<file path="config.mk">
export PLATFORM = sky130hd
export DESIGN_NAME = instr_field_decoder_flat
export DESIGN_NICKNAME = d
export VERILOG_FILES = /design/src/rtl/isa_pkg.sv /design/src/rtl/instr_field_decoder_if.sv /design/src/rtl/skid_buffer2.sv /design/src/rtl/instr_field_decoder.sv /design/src/flat_wrapper.sv
export SDC_FILE = /design/constraint.sdc
export NUM_CORES = 1
export LEC_CHECK = 0
export ABC_AREA = 0
export CORE_ASPECT_RATIO = 0.8
export CORE_MARGIN = 3
export CORE_UTILIZATION = 32
export DETAILED_ROUTE_END_ITERATION = 7
export PLACE_DENSITY_LB_ADDON = 0.25
export SYNTH_ARGS = -nofsm -noshare
export SYNTH_HDL_FRONTEND = slang
export SYNTH_SLANG_ARGS = --single-unit
</file>
<file path="constraint.sdc">
create_clock -name clock -period 3.45 [get_ports clock]
set_input_delay 0.345 -clock clock [delete_from_list [all_inputs] [get_ports clock]]
set_output_delay 0.345 -clock clock [all_outputs]
set_load 0.02 [all_outputs]
</file>
<file path="src/rtl/isa_pkg.sv">
// ISA definitions shared by the decode front end: opcodes, IMSel codes, field positions,
// the decoded-entry record and the combinational field decoder.
package isa_pkg;

  localparam int OPC_W = 6;
  localparam int REG_W = 3;

  localparam int OPC_LSB = 26;
  localparam int RA_LSB  = 23;
  localparam int RB_LSB  = 20;
  localparam int RC_LSB  = 17;

  localparam logic [OPC_W-1:0] OP_R    = 6'h00;
  localparam logic [OPC_W-1:0] OP_J    = 6'h02;
  localparam logic [OPC_W-1:0] OP_JAL  = 6'h03;
  localparam logic [OPC_W-1:0] OP_BEQ  = 6'h04;
  localparam logic [OPC_W-1:0] OP_ADDI = 6'h08;
  localparam logic [OPC_W-1:0] OP_LUI  = 6'h0F;
  localparam logic [OPC_W-1:0] OP_LW   = 6'h23;
  localparam logic [OPC_W-1:0] OP_SW   = 6'h2B;

  typedef enum logic [1:0] {
    IMSEL_J    = 2'b00,
    IMSEL_LDST = 2'b01,
    IMSEL_BEQ  = 2'b10,
    IMSEL_ALU  = 2'b11
  } imsel_e;

  typedef enum logic [1:0] {
    FMT_R,
    FMT_J,
    FMT_I20,
    FMT_I14
  } fmt_e;

  typedef struct packed {
    logic [OPC_W-1:0] opcode;
    logic [REG_W-1:0] ra;
    logic [REG_W-1:0] rb;
    logic [REG_W-1:0] rc;
    logic [25:0]      im26;
    logic [19:0]      im20;
    logic [13:0]      im14;
    logic [19:0]      sinal_input;
    imsel_e           imsel;
    logic             use_imm;
    logic             illegal;
  } dec_entry_t;

  localparam int DEC_ENTRY_W = $bits(dec_entry_t);

  // An unknown opcode keeps its raw opcode and sets illegal; every other field stays 0.
  function automatic dec_entry_t decode_instr(input logic [31:0] instr);
    dec_entry_t e;
    fmt_e       fmt;
    logic       legal;
    e        = '0;
    fmt      = FMT_R;
    legal    = 1'b1;
    e.opcode = instr[OPC_LSB +: OPC_W];
    case (e.opcode)
      OP_R:           begin fmt = FMT_R;   e.imsel = IMSEL_J;    end
      OP_J, OP_JAL:   begin fmt = FMT_J;   e.imsel = IMSEL_J;    end
      OP_LW, OP_SW:   begin fmt = FMT_I20; e.imsel = IMSEL_LDST; end
      OP_BEQ:         begin fmt = FMT_I14; e.imsel = IMSEL_BEQ;  end
      OP_ADDI, OP_LUI: begin fmt = FMT_I20; e.imsel = IMSEL_ALU; end
      default:        legal = 1'b0;
    endcase
    if (!legal) begin
      e.illegal = 1'b1;
    end else begin
      e.use_imm     = (fmt != FMT_R);
      e.im26        = instr[25:0];
      e.im20        = instr[19:0];
      e.im14        = instr[13:0];
      e.sinal_input = instr[19:0];
      if (fmt != FMT_J) begin
        e.ra = instr[RA_LSB +: REG_W];
        e.rb = instr[RB_LSB +: REG_W];
      end
      if (fmt == FMT_R) begin
        e.rc = instr[RC_LSB +: REG_W];
      end
    end
    return e;
  endfunction

endpackage

</file>
<file path="src/rtl/instr_field_decoder_if.sv">
// Valid/ready bundle between instruction fetch, the field decoder and the extender/control.
interface instr_field_decoder_if;
  import isa_pkg::*;

  logic             in_valid;
  logic             in_ready;
  logic [31:0]      instr;
  logic             out_valid;
  logic             out_ready;
  logic [OPC_W-1:0] opcode;
  logic [REG_W-1:0] ra;
  logic [REG_W-1:0] rb;
  logic [REG_W-1:0] rc;
  logic [25:0]      im26;
  logic [19:0]      im20;
  logic [13:0]      im14;
  logic [19:0]      sinal_input;
  logic [1:0]       imsel;
  logic             use_imm;
  logic             illegal;

  modport slave (
    input  in_valid, instr, out_ready,
    output in_ready, out_valid, opcode, ra, rb, rc, im26, im20, im14,
           sinal_input, imsel, use_imm, illegal
  );

  modport master (
    output in_valid, instr, out_ready,
    input  in_ready, out_valid, opcode, ra, rb, rc, im26, im20, im14,
           sinal_input, imsel, use_imm, illegal
  );

endinterface

</file>
<file path="src/rtl/skid_buffer2.sv">
// Two-entry valid/ready skid buffer. Entry0 drives the output; entry1 absorbs one word
// while the output is stalled. in_ready is a decode of the occupancy register.
module skid_buffer2 #(
  parameter int WIDTH = 8
) (
  input  logic             clock,
  input  logic             reset,
  input  logic             in_valid,
  output logic             in_ready,
  input  logic [WIDTH-1:0] in_data,
  output logic             out_valid,
  input  logic             out_ready,
  output logic [WIDTH-1:0] out_data
);

  typedef enum logic [1:0] {
    SKID_EMPTY,
    SKID_ONE,
    SKID_TWO
  } skid_state_e;

  skid_state_e      state, state_next;
  logic [WIDTH-1:0] entry0, entry1;
  logic             push, pop;
  logic             load0, shift0, load1;

  assign in_ready  = (state != SKID_TWO);
  assign out_valid = (state != SKID_EMPTY);
  assign out_data  = entry0;
  assign push      = in_valid && in_ready;
  assign pop       = out_valid && out_ready;

  // NOTE: sequential state uses non-blocking assignments so every flop samples pre-edge values.
  always_ff @(posedge clock) begin
    if (reset) state <= SKID_EMPTY;
    else       state <= state_next;
  end

  // NOTE: every combinational output gets a default first, so no path infers a latch.
  always_comb begin
    state_next = state;
    load0      = 1'b0;
    shift0     = 1'b0;
    load1      = 1'b0;
    case (state)
      SKID_EMPTY: begin
        if (push) begin
          load0      = 1'b1;
          state_next = SKID_ONE;
        end
      end
      SKID_ONE: begin
        if (push && pop) begin
          load0 = 1'b1;
        end else if (push) begin
          load1      = 1'b1;
          state_next = SKID_TWO;
        end else if (pop) begin
          state_next = SKID_EMPTY;
        end
      end
      SKID_TWO: begin
        if (pop) begin
          shift0     = 1'b1;
          state_next = SKID_ONE;
        end
      end
      default: state_next = SKID_EMPTY;
    endcase
  end

  // Entry0 is cleared so the field outputs read 0 straight out of reset.
  always_ff @(posedge clock) begin
    if (reset)       entry0 <= '0;
    else if (load0)  entry0 <= in_data;
    else if (shift0) entry0 <= entry1;
  end

  // NOTE: entry1 has no reset: it is only read after being written, so it stays a plain register.
  always_ff @(posedge clock) begin
    if (load1) entry1 <= in_data;
  end

endmodule

</file>
<file path="src/rtl/instr_field_decoder.sv">
// Decode-stage front end: splits each fetched word into opcode, register and immediate
// fields, then registers them through a 2-entry skid buffer. Option: DECODE_TRAP_EN.
module instr_field_decoder
  import isa_pkg::*;
(
  input  logic                  clock,
  input  logic                  reset,
  instr_field_decoder_if.slave  bus
);

  dec_entry_t dec_raw;
  dec_entry_t entry_in;
  dec_entry_t out_entry;
  logic       skid_in_valid;
  logic       skid_in_ready;

  assign dec_raw = decode_instr(bus.instr);

`ifdef DECODE_TRAP_EN
  // Sticky trap: the illegal word itself goes through, nothing after it does until reset.
  logic trap_q;

  always_ff @(posedge clock) begin
    if (reset) trap_q <= 1'b0;
    else if (bus.in_valid && bus.in_ready && dec_raw.illegal) trap_q <= 1'b1;
  end

  assign entry_in      = dec_raw;
  assign skid_in_valid = bus.in_valid && !trap_q;
  assign bus.in_ready  = skid_in_ready && !trap_q;
`else
  // Unknown opcodes become a NOP so the pipeline never stalls on them.
  assign entry_in      = dec_raw.illegal ? '0 : dec_raw;
  assign skid_in_valid = bus.in_valid;
  assign bus.in_ready  = skid_in_ready;
`endif

  skid_buffer2 #(
    .WIDTH (DEC_ENTRY_W)
  ) u_skid (
    .clock     (clock),
    .reset     (reset),
    .in_valid  (skid_in_valid),
    .in_ready  (skid_in_ready),
    .in_data   (entry_in),
    .out_valid (bus.out_valid),
    .out_ready (bus.out_ready),
    .out_data  (out_entry)
  );

  assign bus.opcode      = out_entry.opcode;
  assign bus.ra          = out_entry.ra;
  assign bus.rb          = out_entry.rb;
  assign bus.rc          = out_entry.rc;
  assign bus.im26        = out_entry.im26;
  assign bus.im20        = out_entry.im20;
  assign bus.im14        = out_entry.im14;
  assign bus.sinal_input = out_entry.sinal_input;
  assign bus.imsel       = out_entry.imsel;
  assign bus.use_imm     = out_entry.use_imm;
  assign bus.illegal     = out_entry.illegal;

endmodule

</file>
<file path="src/flat_wrapper.sv">
// flat-port wrapper written by rule: the top's interface ports become plain ports
module instr_field_decoder_flat import isa_pkg::*;
  (clock, reset, bus_in_valid, bus_instr, bus_out_ready, bus_in_ready, bus_out_valid, bus_opcode, bus_ra, bus_rb, bus_rc, bus_im26, bus_im20, bus_im14, bus_sinal_input, bus_imsel, bus_use_imm, bus_illegal);
  instr_field_decoder_if bus_i ();
  input  logic clock;
  input  logic reset;
  input wire logic [$bits(bus_i.in_valid)-1:0] bus_in_valid;
  input wire logic [$bits(bus_i.instr)-1:0] bus_instr;
  input wire logic [$bits(bus_i.out_ready)-1:0] bus_out_ready;
  output wire logic [$bits(bus_i.in_ready)-1:0] bus_in_ready;
  output wire logic [$bits(bus_i.out_valid)-1:0] bus_out_valid;
  output wire logic [$bits(bus_i.opcode)-1:0] bus_opcode;
  output wire logic [$bits(bus_i.ra)-1:0] bus_ra;
  output wire logic [$bits(bus_i.rb)-1:0] bus_rb;
  output wire logic [$bits(bus_i.rc)-1:0] bus_rc;
  output wire logic [$bits(bus_i.im26)-1:0] bus_im26;
  output wire logic [$bits(bus_i.im20)-1:0] bus_im20;
  output wire logic [$bits(bus_i.im14)-1:0] bus_im14;
  output wire logic [$bits(bus_i.sinal_input)-1:0] bus_sinal_input;
  output wire logic [$bits(bus_i.imsel)-1:0] bus_imsel;
  output wire logic [$bits(bus_i.use_imm)-1:0] bus_use_imm;
  output wire logic [$bits(bus_i.illegal)-1:0] bus_illegal;
  assign bus_i.in_valid = bus_in_valid;
  assign bus_i.instr = bus_instr;
  assign bus_i.out_ready = bus_out_ready;
  assign bus_in_ready = bus_i.in_ready;
  assign bus_out_valid = bus_i.out_valid;
  assign bus_opcode = bus_i.opcode;
  assign bus_ra = bus_i.ra;
  assign bus_rb = bus_i.rb;
  assign bus_rc = bus_i.rc;
  assign bus_im26 = bus_i.im26;
  assign bus_im20 = bus_i.im20;
  assign bus_im14 = bus_i.im14;
  assign bus_sinal_input = bus_i.sinal_input;
  assign bus_imsel = bus_i.imsel;
  assign bus_use_imm = bus_i.use_imm;
  assign bus_illegal = bus_i.illegal;
  instr_field_decoder u_core (.clock(clock), .reset(reset), .bus(bus_i));
endmodule
</file>
* Yosys cells after proc, flatten, opt, wreduce, memory -nomap -nowiden *
Cells that the tools add are included.

cells by class
  equal/unequal tests = 15
  bitwise logic cells = 0
  reductions and logical operators = 15
  div/mod/pow operators = 0
  magnitude comparators = 0
  shift-type cells = 0
  add/sub/neg operators = 0
  multipliers = 0
  multiplexer cells = 21

operators by type and width
  cell                  number
  $mux W99              3
  $pmux W2 S3           3
  $eq A6 B2 Y1 const B  2
  $eq A6 B4 Y1 const B  2
  $eq A6 B6 Y1 const B  2
  $mux W2               5
  $ne A2 B2 Y1 const B  4
  $reduce_or A8 Y1      1
  $mux W1               7
  $eq A6 B3 Y1 const B  1
  $logic_not A6 Y1      1
  $mux W6               1
  $reduce_bool A2 Y1    3
  $reduce_or A2 Y1      3
  $logic_not A2 Y1      2
  $reduce_and A4 Y1     1
  $reduce_or A4 Y1      1
  $logic_and A1 B1 Y1   3
  $mux W3               1
  $ne A3 B3 Y1 const B  1
  $eq A2 B1 Y1 const B  1
  $eq A2 B2 Y1 const B  1
  $ne A2 B1 Y1 const B  1
  $pmux W1 S2           1

storage, ports and cells
  RAM bits = 0
  word-level logic and storage cells = 54
  memory bits (read-only) = 0
  register bits after elaboration = 200
  output and inout port bits = 101
  memories = 0
  bits in latches = 0
  input bits = 36

* Logic depth before layout (Yosys ltp) *
Gate-level depths: netlist of the first run.

  depth in word-level cells = 7
  gate-level depth with buffers = 6
  gate-level depth less buffers = 5

* Cells and area by module *
From an unflattened synthesis of the first run, not the netlist that was laid out.

unflattened totals
  cell total of the unflattened synthesis = 784
  area total of the unflattened synthesis = 8798.4 um2

by module, submodules not included
  module               times used  area each (um2)  cells each  sequential area each (um2)
  skid_buffer2         1           8325.5           711         4994.8
  instr_field_decoder  1           473.0            73          0.0

* Worst setup path after synthesis of the first run *
OpenSTA, ideal clock, no wires.

  kind = register to register
  start = register u_core.u_skid.state[1]
  end = register u_core.u_skid.entry1[1] (enable)
  data required time = 3005 ps
  period minus slack after synthesis = 2872 ps
  setup time = 445 ps
  setup slack = 578 ps
  arrival = 2426 ps
  path buffers = 0
  stages on the path, launching flop included = 3
  cells stage by stage = dfxtp_1 nand2b_1 nor2_1

on the way
  longest elaborated chain between the ends = 5
  elaborated cells between the ends (all ways) = 9
  those cells by class = eq/ne: 2; mux: 3; reduce/logical: 4

RTL lines
  item                                                RTL line                                source
  start: declaration                                  skid_buffer2.sv:22                      skid_state_e state, state_next;
  start signal: assignment                            skid_buffer2.sv:36                      else state <= state_next;
  $ne A2 B2 Y1 or $reduce_bool A2 Y1 (tied branches)  skid_buffer2.sv:27, skid_buffer2.sv:28
  $logic_and A1 B1 Y1, on equally long branches       skid_buffer2.sv:30, skid_buffer2.sv:31
  $mux W1 or $logic_and A1 B1 Y1 (tied branches)      skid_buffer2.sv:55, skid_buffer2.sv:53
  $mux W1                                             skid_buffer2.sv:53                      if (push && pop) begin
  $mux W1 (*)                                         skid_buffer2.sv:45                      case (state)
  via u_core.u_skid.load1                             skid_buffer2.sv:25                      logic load0, shift0, load1;
  end signal: assignment                              skid_buffer2.sv:81                      if (load1) entry1 <= in_data;
  end: declaration                                    skid_buffer2.sv:23                      logic [WIDTH-1:0] entry0, entry1;

The timed path passes the listed nets; every way through them passes the cells marked *.
A chain may end at the register's enable or synchronous reset.

* Final worst setup path of the first run *
  start = input port bus_instr[28]
  end = register u_core.u_skid.entry1[61], data pin

on the way
  longest elaborated chain between the ends = 4
  elaborated cells between the ends (all ways) = 11
  those cells by class = eq/ne: 7; mux: 2; reduce/logical: 2

RTL lines
  item                                        RTL line                   source
  start: declaration                          flat_wrapper.sv:8          input wire logic [$bits(bus_i.instr)-1:0] bus_instr;
  $eq A6 B2 Y1, or another cell as far along  isa_pkg.sv:61              case (e.opcode)
  $reduce_or A8 Y1 (no line) (*)              -
  $mux W1 (*)                                 isa_pkg.sv:61
  $mux W99 (*)                                instr_field_decoder.sv:33  assign entry_in = dec_raw.illegal ? '0 : dec_raw;

Mark *: on every way between the ends. The rest lies on a longest branch, timed or not.

==> results of run 1 <==
## area by class of cell
| class | count | area (µm²) | area share [%] |
|---|---|---|---|
| inverters | 2 | 7.507 | 0.1375 |
| well taps | 171 | 214.0 | 3.919 |
| clock buffers | 12 | 246.5 | 4.515 |
| multi-input cells | 204 | 1341 | 24.57 |
| clock inverters | 4 | 18.77 | 0.3438 |
| flip-flops and latches | 90 | 2242 | 41.07 |
| repair buffers | 139 | 1389 | 25.44 |
## power groups by stage
stage | Clock [µW] | Combinational, µW | Sequential (µW)
after floorplan | 0 | 137 | 1180
after global placement | 0 | 249 | 1170
after detailed placement | 0 | 252 | 1170
after CTS | 903 | 253 | 1150
after global routing | 964 | 271 | 1150
final | 883 | 250 | 1150
## kinds of logic after synthesis
logic type,after synthesis
AND/OR/NAND/NOR,98
other,1
XOR/XNOR,1
AO/OA/AOI/OAI,100
multiplexers,2
flip-flops,90
buffers and inverters,81
adder cells (fa/ha/maj),1
## worst register-to-register path, stage by stage, from the launching register on
cell,delay [ns]
dfxtp_1,0.36
nand2b_1,0.27
or3_1,0.49
a211oi_4,0.47
o2bb2ai_1,0.17
## final timing paths
check,to,slack (ns),startpoint,depth (start not counted)
worst max register to register,u_core.u_skid.out_data[87],1.61,u_core.u_skid.state[1],4
worst min register to register,u_core.u_skid.out_data[84],0.46,u_core.u_skid.out_data[84],2
worst max-delay path,u_core.u_skid.entry1[61],0.96,bus_instr[28],5
worst min-delay path,u_core.u_skid.out_data[84],0.46,u_core.u_skid.out_data[84],2
## metrics by stage
step | utilization [%] | cell area (µm²)
3_3_place_gp | 42.08 | 5194
6_report | 44.23 | 5459
2_1_floorplan | - | 4114
3_5_place_dp | 42.08 | 5194
5_1_grt | 44.23 | 5459
4_1_cts | 44.23 | 5459
## registers in the layout, summed over array words and instances, names as in the netlist
| signal | count |
|---|---|
| u_core.u_skid.entry1 | 44 |
| u_core.u_skid.out_data | 44 |
| u_core.u_skid.state | 2 |
## cell usage after synthesis, types with 2 or more instances
cell,number,area (µm²)
a21o_1,2,15.01
a21oi_1,9,45.04
a22oi_1,39,292.8
a32oi_1,3,26.28
and2_1,18,112.6
and3_1,3,18.77
buf_2,7,35.03
buf_4,58,435.4
buf_6,2,22.52
clkbuf_1,11,41.29
dfxtp_1,46,920.9
edfxtp_1,44,1321
inv_1,2,7.510
mux2i_1,2,20.02
nand2_1,26,97.59
nand2b_1,4,25.02
nand3b_1,2,15.01
nor2_1,24,90.09
nor2b_1,2,12.51
nor3_1,5,25.02
nor3_2,2,20.02
o22ai_1,17,106.4
o2bb2ai_1,21,183.9
or2_2,2,12.51
or3_1,3,18.77
## routing by layer
metal	part of all wire (%)	track usage [%]	up-vias
met3	6.6	4.720	8
met5	0	0	-
li1	-	-	1463
met2	48	23.38	106
met1	45	19.91	1468
met4	0.91	3.487	0
## cell usage in the layout, fill, tap and decap left out, types with 3 or more instances in the layout
cell type        count
a22oi_1             39
and2_1              18
clkinv_2             3
nand2_1             26
a32oi_1              3
and3_1               3
nand2b_1             4
dfxtp_1             46
nor3_1               5
edfxtp_1            44
o2bb2ai_1           21
or3_1                3
clkdlybuf4s50_1    134
clkbuf_16            9
nor2_1              23
a21oi_1              9
o22ai_1             17
buf_4                3
==> metrics, run 1 <==
status finished clean; initial antenna violation count 0; drt wl/cell about 17 µm; Reg clk slew, reported paths roughly 0.060 ns; die area between 10000 and 15000 µm²; syn_area_per_cell roughly 11 µm²; largest family of logic cells by synthesized area compound AO/OA/AOI/OAI gates; clock share of power between 30% and 40%; clk buf depth 2; fmax about 400 MHz; Hold Fails Final Rpt 0; DP HPWL 7040 µm; Die Y 107.4 µm; Synth Cell Area about 4000 µm²; sequential power share 50.3%; Vias/cell between 4 and 5; number of synthesized flops with an enable pin between 40 and 50; pre-CTS setup slack between 0.6 and 0.7 ns; cells after synthesis approximately 370; first-pass GRT wire length between 15000 and 20000 µm; Pwr Total 2280 µW; Buffers & Inverters on Critical Path 1; fin cells about 620; post-route setup slack a little under 1 ns; Async SR Flop Fraction 0%; CP required 3.48 ns; clock sinks 90; final setup fails 0; P_sw 534.8 µW; crit path kind input port to register; Final ANT Viol Nets 0; Worst setup EP type register; Final Slew Violations 0; antenna cell count 0; xor/xnor share of the synthesized area less than 1%; Seq cells post-synth 90; Worst Path Arrival 2.52 ns; Sw Ratio a little under a quarter; peak supply drop 218.9 µV; Die W 132.7 µm; Inserted Clock Buffers 9; Final Wtd Congestion about 0.79; vias in the first global route 3113; Internal 1745 µW; Filler Cell Count ~1200; Layout Skew about 0.006 ns; simple-gate area share of the yosys netlist about an eighth; largest net degree at the start of global routing 50; # rows 36; total grt overflow 0; Initial Util between 30% and 40%; DRT Pass-1 Iters 4; Area Growth Syn to Fin 32.82%; nets approximately 480; CORE AREA 12340 µm²; post-CTS setup buffer count 0; post-cts resize count 0; Seq/Total Area, Yosys between 50% and 60%; final WL ~10000 µm; RSZ-0062 raised after global routing no; Synth cell types 45; Synth Flop Type dfxtp_1; initial drt markers 257; Slew HR around 20%; DRC viols 0; PD cells 417.7 nW/µm²; clock root buffer clkbuf_16; Inst Count DP between 600 and 700; via count just over 3000; Worst Setup Start Kind input port; Worst-Margin Slew about 1.2 ns; mux contribution to synthesized area 0.4871%; setup TNS 0 ns; Overall Global Routing Usage between 10% and 20%; Clk Latency, worst-skew pair 0.33 ns; Comb pwr share 11.0%; maxcap violations 0; post-synthesis compound-gate area fraction about a fifth; crit path max fanout 17; CTS tree yes; CP max stage delay about 0.90 ns; Synth Area in Adders less than 1%; Hold-fix buffers, CTS 0; cell family with most CP delay simple AND/OR/NAND/NOR gates; fin crit period 2.488 ns; cell leakage power roughly 0.0018 µW; count of warnings emitted by yosys 0; Buffers on Ports between 100 and 150; share of cells above drive strength 1 roughly 7.1%; hold_ws approximately 0.46 ns; Tcrit/Tclk final 72.13%; crit-path cells clkdlybuf4s50_1 > maj3_2 > nor3_1 > nor3_2 > nor2_1; I/O pin count 137; hold crit path type register to register; htree depth 3; Slowest cell on crit path nor3_2
Note: power is estimated with default switching activity, not from simulation.
==> run 2: changes to the inputs <==
Clock period 3.45 ns to 2.55 ns, I/O delays scaled along.
==> metrics, run 2 (synthesized netlist as in run 1, its figures left out) <==
Buffers & Inverters on Critical Path 1 (unchanged); antenna cell count 0 (unchanged); Slew HR 21.18% (+1.5 points); Inserted Clock Buffers 9 (unchanged); first-pass GRT wire length 16230 µm (-3.2%); Filler Cell Count 1155 (-2.5%); Worst path most repeated cell nor2_1; Crit path depth 5 (unchanged); post-route cell area 5587 µm² (+2.3%); Overall Global Routing Usage 14.39% (-0.43 points); Worst setup EP type register; drt wl/cell 16.34 µm (-2.9%); R2R Setup Slk 0.89 ns (-0.72 ns); nets 490 (+1.7%); crit path kind input port to register; Internal 2575 µW (+48%); Clk Latency, worst-skew pair 0.33 ns (about the same); Slowest cell on crit path nor3_2; Comb pwr share 10.6% (-0.4 points); Final ANT Viol Nets 0 (unchanged); peak supply drop 310.2 µV (+42%); clk buf depth 2 (unchanged); P_sw 746.2 µW (+40%); fmax about 470 MHz; cell leakage power 0.001906 µW (+3.7%); Tcrit/Tclk final roughly 83%; Initial Util 33.30% (unchanged); crit-path cells clkdlybuf4s50_1 > and2b_1 > nor2_1 > nor3_2 > nor2_1; DRC viols 0 (unchanged); Critical path origin bus_instr[29]; clock root buffer clkbuf_16; Reg clk slew, reported paths 0.06 ns (about the same); PD cells 594.6 nW/µm² (+42%); CTS tree yes; htree depth 3 (unchanged); sequential power share 46.7% (-3.6 points); CORE AREA 12340 µm² (unchanged); initial antenna violation count 0 (unchanged); Hold-fix buffers, CTS 0 (unchanged); total grt overflow 0 (unchanged); most common cell after layout, fill and taps aside clkdlybuf4s50_1; RSZ-0062 raised after global routing no; Final Slew Violations 0 (unchanged); r2r startpoint u_core.u_skid.state[0]; Hold Fails Final Rpt 0 (unchanged); I/O pin count 137 (unchanged); Worst Path Arrival 2.15 ns (-0.37 ns); crit path max fanout 17 (unchanged); Sw Ratio 22.46% (-0.99 points); Vias/cell 4.898 (about the same); share of cells above drive strength 1 8.932% (+1.8 points); Area Growth Syn to Fin 35.92%; end of the critical path u_core.u_skid.entry1[68]; final WL 10300 µm (-1.6%); end of the worst register-to-register path u_core.u_skid.out_data[90]; DRT Pass-1 Iters 4 (unchanged); Layout Skew 0.003478 ns (-0.002355 ns); Buffers on Ports 135 (unchanged); maxcap violations 0 (unchanged); clock share of power 42.7% (+4.0 points); cell family with most CP delay simple AND/OR/NAND/NOR gates; worst reg2reg path depth 4 (unchanged); die area 14250 µm² (unchanged); vias in the first global route 3036 (-2.5%); placed cell areas 5266 µm² (+1.4%); Die Y 107.4 µm (unchanged); DP HPWL 6808 µm (-3.3%); Final Wtd Congestion 0.7881 (-0.86%); initial drt markers 214 (-17%); setup TNS 0 ns (unchanged); fin crit period about 2.1 ns; post-CTS setup buffer count 0 (unchanged); final setup fails 0 (unchanged); hold crit path type input port to register; post-cts resize count 0 (unchanged); Worst Setup Start Kind input port; status finished clean; most frequent cells in the layout clkdlybuf4s50_1, dfxtp_1, edfxtp_1, a22oi_1, nand2_1; clock sinks 90 (unchanged); # rows 36 (unchanged); CP max stage delay 0.94 ns (+0.04 ns); largest net degree at the start of global routing 45 (-10%); CP required 2.59 ns (-0.89 ns); Worst-Margin Slew 1.176 ns (-0.02181 ns); via count 3086 (+1.3%); Die W 132.7 µm (unchanged)
## run 2: cell count changes in the layout (fill, tap and decap cells not counted), sizes merged
cell	delta
bufinv	+2
clkbuf	-1
buf	+8
clkinv	-1
## run 2: final cells by class
class                   instances  area, µm²  area share, %
well taps                     171      214.0          3.830
clock buffers                  11      242.7          4.345
clock inverters                 5      77.57          1.389
inverters                       2      7.507         0.1344
flip-flops and latches         90       2242          40.13
multi-input cells             204       1341          24.01
repair buffers                147       1461          26.16
## run 2: power by group through the flow
stage	combinational [µW]	clock, µW	sequential (µW)
2_1_floorplan	186	0	1600
3_3_place_gp	352	0	1580
3_5_place_dp	353	0	1580
4_1_cts	355	1450	1550
5_1_grt	380	1510	1550
6_report	352	1420	1550
## run 2: worst min-delay path by stage
stage                               startpoint                    endpoint  slack, ns  depth (start not counted)
floorplan                        bus_out_ready      u_core.u_skid.state[1]       0.33                          1
global placement    u_core.u_skid.out_data[86]  u_core.u_skid.out_data[86]       0.45                          2
detailed placement  u_core.u_skid.out_data[86]  u_core.u_skid.out_data[86]       0.45                          2
CTS                                      reset      u_core.u_skid.state[0]       0.37                          2
global route                             reset      u_core.u_skid.state[0]       0.39                          2
finish                                   reset      u_core.u_skid.state[0]       0.37                          2
## run 2: per-layer routing
| metal | share of wire [%] | track usage (%) | up-vias |
|---|---|---|---|
| met3 | 5.4 | 3.692 | 16 |
| met1 | 47 | 18.95 | 1493 |
| met5 | 0 | 0 | - |
| met4 | 1.5 | 4.970 | 0 |
| li1 | - | - | 1477 |
| met2 | 46 | 23.12 | 100 |
## run 2: through the flow
step	hold slack (ns)	total power (µW)	worst slack (ns)	std cells	utilization, %
after floorplan	0.3335	1781	0.4037	375	-
after global placement	0.4472	1934	0.1742	614	42.67
after detailed placement	0.4542	1937	0.03584	614	42.67
after CTS	0.3707	3356	0.3994	630	45.27
after global routing	0.3922	3449	0.2485	630	45.27
final	0.3695	3322	0.4348	630	45.27
